## config.mk

```make
export PLATFORM = sky130hd
export DESIGN_NAME = buzzer_envelope
export DESIGN_NICKNAME = d
export VERILOG_FILES = /design/src/rtl/buzzer_envelope.sv
export SDC_FILE = /design/constraint.sdc
export NUM_CORES = 1
export LEC_CHECK = 0
export BUFFER_PORTS_ARGS = -buffer_cell sky130_fd_sc_hd__buf_2
export CORE_ASPECT_RATIO = 1.4
export CORE_MARGIN = 2
export CORE_UTILIZATION = 32
export CTS_CLUSTER_SIZE = 40
export DETAILED_ROUTE_END_ITERATION = 7
export HOLD_SLACK_MARGIN = 0.12
export PLACE_DENSITY = 0.53
export SLEW_MARGIN = 30
export SYNTH_ARGS = -nofsm -noshare
export SYNTH_HDL_FRONTEND = slang
export SYNTH_SLANG_ARGS = --single-unit
```

## constraint.sdc

```tcl
create_clock -name clk -period 2.7 [get_ports clk]
set_input_delay 0.405 -clock clk [delete_from_list [all_inputs] [get_ports clk]]
set_output_delay 0.405 -clock clk [all_outputs]
set_load 0.03 [all_outputs]
```

## src/rtl/buzzer_envelope.sv

```systemverilog
// Note-envelope tone stage: drives the active-low buzzer pin with a duty that shrinks from period/2^SHIFT_MIN to period/2^SHIFT_MAX.
// The buzzer pin is registered and trails note_start by two cycles. There is no backpressure; note_start retriggers at any time.
module buzzer_envelope #(
  parameter int TICK_CYCLES   = 50000,
  parameter int PERIOD_W      = 20,
  parameter int SHIFT_MIN     = 3,
  parameter int SHIFT_MAX     = 7,
  parameter int ATTACK_TICKS  = 20,
  parameter int DECAY_TICKS   = 40,
  parameter int RELEASE_TICKS = 30
) (
  input  logic                clk,
  input  logic                rst_n,
  input  logic                note_start,
  input  logic [PERIOD_W-1:0] note_period,
  input  logic                note_hold,
  output logic                busy,
  output logic                buzzer
);

  localparam int PRESC_W = $clog2(TICK_CYCLES + 1);
  localparam int ENV_MAX = (ATTACK_TICKS > DECAY_TICKS)
                           ? ((ATTACK_TICKS > RELEASE_TICKS) ? ATTACK_TICKS : RELEASE_TICKS)
                           : ((DECAY_TICKS > RELEASE_TICKS) ? DECAY_TICKS : RELEASE_TICKS);
  localparam int ENV_W   = $clog2(ENV_MAX + 1);
  localparam int SHIFT_W = $clog2(SHIFT_MAX + 2);

  typedef enum logic [2:0] {IDLE, ATTACK, DECAY, SUSTAIN, RELEASE} state_t;

  state_t              state_q;
  logic [PERIOD_W-1:0] period_q;
  logic [PERIOD_W-1:0] phase_q;
  logic [PERIOD_W-1:0] phase_d;
  logic [PRESC_W-1:0]  presc_q;
  logic [PRESC_W-1:0]  presc_d;
  logic [ENV_W-1:0]    env_q;
  logic [SHIFT_W-1:0]  shift_q;
  logic                buzzer_q;
  logic                tick;
  logic [PERIOD_W-1:0] duty;

  assign tick    = (state_q != IDLE) && (presc_q == PRESC_W'(TICK_CYCLES - 1));
  assign presc_d = tick ? '0 : presc_q + PRESC_W'(1);
  // A zero period never wraps, so the period-1 compare cannot underflow into a live value.
  assign phase_d = ((period_q == '0) || (phase_q == period_q - PERIOD_W'(1)))
                   ? '0 : phase_q + PERIOD_W'(1);
  assign duty    = period_q >> shift_q;
  assign busy    = (state_q != IDLE);
  assign buzzer  = buzzer_q;

  always_ff @(posedge clk or negedge rst_n) begin
    if (!rst_n) begin
      state_q  <= IDLE;
      period_q <= '0;
      phase_q  <= '0;
      presc_q  <= '0;
      env_q    <= '0;
      shift_q  <= SHIFT_W'(SHIFT_MIN);
      buzzer_q <= 1'b1;
    end else begin
      buzzer_q <= !((state_q != IDLE) && (duty != '0) && (phase_q < duty));

      if (note_start) begin
        state_q  <= ATTACK;
        period_q <= note_period;
        phase_q  <= '0;
        presc_q  <= '0;
        env_q    <= '0;
        shift_q  <= SHIFT_W'(SHIFT_MIN);
      end else begin
        if (state_q != IDLE) begin
          phase_q <= phase_d;
          presc_q <= presc_d;
        end

        case (state_q)
          ATTACK, DECAY, SUSTAIN: begin
            if (!note_hold) begin
              state_q <= RELEASE;
              shift_q <= SHIFT_W'(SHIFT_MAX);
              env_q   <= '0;
            end else if (tick && (state_q == ATTACK)) begin
              if (env_q == ENV_W'(ATTACK_TICKS - 1)) begin
                env_q <= '0;
                if (SHIFT_MIN + 1 >= SHIFT_MAX) begin
                  state_q <= SUSTAIN;
                  shift_q <= SHIFT_W'(SHIFT_MAX);
                end else begin
                  state_q <= DECAY;
                  shift_q <= SHIFT_W'(SHIFT_MIN + 1);
                end
              end else begin
                env_q <= env_q + ENV_W'(1);
              end
            end else if (tick && (state_q == DECAY)) begin
              if (env_q == ENV_W'(DECAY_TICKS - 1)) begin
                env_q   <= '0;
                shift_q <= shift_q + SHIFT_W'(1);
                if (shift_q == SHIFT_W'(SHIFT_MAX - 1)) begin
                  state_q <= SUSTAIN;
                end
              end else begin
                env_q <= env_q + ENV_W'(1);
              end
            end
          end

          RELEASE: begin
            if (tick) begin
              if (env_q == ENV_W'(RELEASE_TICKS - 1)) begin
                state_q <= IDLE;
                env_q   <= '0;
                phase_q <= '0;
                presc_q <= '0;
              end else begin
                env_q <= env_q + ENV_W'(1);
              end
            end
          end

          default: begin
            phase_q <= '0;
            presc_q <= '0;
          end
        endcase
      end
    end
  end

endmodule

```

==> flow_summary.toml <==
[status]
status = "finished, violations left"
violations = "setup timing"

[power_and_ir_drop]
seq_power_share = 0.306
power.density_nw_per_um2 = 550
pwr-share-comb = 0.373
pwr-share-clk = 0.321
p_leak_nw = 3.23
intPower_mw = 2.71
power.switching_mw = 1.39
vdd_drop_max_mv = 0.385
switching_share = 0.339

[routing]
num_vias = 5238
avgViaCountPerCell = 5.46
drc = 0
drt_iter0_markers = 257
wl_per_cell_um = 18.4
antenna_left = 0
routed_wl_um = 17600
dr.pass1.iters = 5

[floorplanning]
io_pins = 26
die_area_um2 = 19200
rows = 58
start_util = 0.325
design.core.area_um2 = 17900
fp.dieH_um = 163
die_w_um = 118

[logic_synthesis]
synthTopCellsByArea = "dfrtp_1 29%, ha_1 5.8%, mux2_2 5.4%"
syn_area_per_cell_um2 = 9.27
ys_top_cells_by_count = "67 x dfrtp_1, 63 x nor2_1, 53 x nand2_1, 34 x xor2_1, 29 x xnor2_1"
ys.flop_type = "dfrtp_1"
yosysTopAreaCellShare = 0.289
ys_async_sr_fraction = 1.00
synth_cells = 625
synth_top_cell_by_area = "dfrtp_1"
synth-seq-cells = 70
synth_warnings = 0
synth_cell_type_count = 72
syn_area_um2 = 5790
syn-num-nets = 676
synth_edf_count = 0
seq_area_frac_synth = 0.303
yosysMostFrequentCell = "dfrtp_1"

[min_path]
hp-class = "in -> reg"
hold_depth = 3
holdPathEnd = "period_q[18]"
hold_path.startpoint = "note_period[18]"

[worst_setup_path]
max_stage_delay_ps = 550
end_kind = "flop"
start_kind = "flop"
cp-startpoint = "shift_q[1]"
crit_fanout = 6
r2r_slack_ps = -200
path_cells = "buf_6 > bufbuf_16 > buf_4 > mux2_4 > nor2_1 > or4_4 > ha_4 > a21o_1 > a21o_1 > a21o_1 > a21oi_2 > o211ai_1 > a21oi_1 > o21ai_1"
path_depth = 14
critPathKind = "reg -> reg"
r2r_start = "shift_q[1]"
reg2reg_depth = 14
slowest_stage = "or4_4"
crit_path_frequent_cell = "a21o_1"
worstPathArrival_ps = 3150
critPathBufInv = 3
reg2reg_to = "buzzer"
required_ps = 2960
critPathTopFamily = "compound AO/OA/AOI/OAI gates"

[cells_and_area]
drive_gt1_frac = 0.339
area_delta_synth_final_pct = 28.6
area.sequential_um2 = 1760
multi_input_area_um2 = 4020
fill_cells = 1802
num_antenna_cells = 0
design_area_um2 = 7450
nets = 765

[sta]
min_period_over_period = 1.07
setup_viol_count_final = 1
fin_worst_skew_ps = 11.8
fin_ws_ps = -197
fin_setup_tns_ps = -197
whs_ps = 284
maxSlewHeadroom = 0.623
worst_pin_slew_ps = 558
slew_viol_final = 0
final.min_clock_period_ps = 2900
rsz0062_at_grt = "true"
hold_viol = 0
fmax_ghz = 0.345

[clocking]
cts_buffers = 9
insertion_delay_ps = 340
cts_tree = "yes"
clkTransAtPathRegs_ps = 60
htreeDepth = 3
cts_num_sinks = 70
cts-root-buf = "clkbuf_16"
clockBufferDepth = 2

[grt]
grt_use_total = 0.182
overflow = 0
antenna_found_initial = 0
grt_first_pass_wirelength_um = 28000
grt_max_degree = 28
grt_pass1_vias = 5512

[placed_design]
port_buffers = 25
placed_area_um2 = 6670
place.gp.congestion = 0.932
pre_cts_slack_ps = -309
dpl.hpwl_um = 13100

[run]
maxCapViolations = 0
[worst reg2reg max path, delay by kind of cell, from the launching register on]
kind / cells / cell delay [ps]
buffers and inverters: 3 / 500
adders and majority gates: 1 / 180
muxes: 1 / 150
AOI/OAI and AO/OA: 7 / 880
DFF: 1 / 540
and+or+nand+nor: 2 / 590
[per-stage QoR]
step / util / instances / total power, mW
2_1_floorplan: - / 625 / 2.15
5_1_grt: 0.417 / 959 / 4.31
3_3_place_gp: 0.374 / 923 / 2.62
3_5_place_dp: 0.374 / 923 / 2.65
6_report: 0.417 / 959 / 4.09
4_1_cts: 0.402 / 951 / 4.07
[flip-flops by register name (all words and copies together) (netlist names)]
signal and count:
env_q 6, presc_q 16, state_q 3, shift_q 4, period_q 20, buzzer 1, phase_q 20
[power groups by stage]
stage	Combinational, mW	Clock (mW)	Sequential [mW]
finish	1.53	1.32	1.25
detailed placement	1.38	0	1.27
global placement	1.35	0	1.27
global route	1.65	1.39	1.26
floorplan	0.947	0	1.21
CTS	1.48	1.35	1.25
[metal layers]
layer | share of wire | GRT usage | vias up
met4 | 0.043 | 0.0980 | 0
met5 | 0 | 0 | -
met3 | 0.028 | 0.0206 | 43
li1 | - | - | 2466
met2 | 0.53 | 0.344 | 130
met1 | 0.40 | 0.200 | 2599
[cell families (layout without fill, tap and decap cells)]
kind of cell | Yosys count | after routing | share of synthesized area
and+or+nand+nor | 251 | 251 | 0.240
DFF | 70 | 70 | 0.303
adders and majority gates | 27 | 27 | 0.0583
buffers and inverters | 57 | 151 | 0.0438
xor gates and xnor gates | 63 | 63 | 0.0952
muxes | 64 | 64 | 0.150
AOI/OAI and AO/OA | 93 | 93 | 0.110
[worst max-delay path by stage]
stage,end,slack (ps)
floorplan,buzzer,-100
detailed placement,buzzer,-310
finish,buzzer,-200
global placement,buzzer,-280
CTS,buzzer,-170
global route,buzzer,-310
[cell type report]
class / instances / area share
multi-input combinational: 498 / 0.540
clock buffer: 10 / 0.0321
timing repair buffer: 120 / 0.131
inverter: 15 / 0.00756
clock inverter: 6 / 0.0124
tap: 240 / 0.0403
sequential: 70 / 0.236
[repair_timing]
action	CTS	global route
hold buffers	1	0
gates resized for setup	16	39
pin swaps	3	13
buffers inserted	9	5
hold endpoints to repair	19	0
gates cloned	2	3
setup endpoints to repair	21	27
[cells in the final DEF (no fill, tap or decap), types with 10 or more instances in the layout]
cell type,count
a21o_1,10
a21oi_1,16
and3_1,11
buf_2,25
buf_4,83
clkbuf_16,11
dfrtp_1,63
ha_1,24
inv_1,10
mux2_2,24
mux2i_1,19
mux4_2,13
nand2_1,53
nand3_1,23
nand4_1,17
nor2_1,63
nor4_2,16
o21ai_0,13
xnor2_1,28
xor2_1,34
No activity file was read; power rests on OpenSTA's default activity.
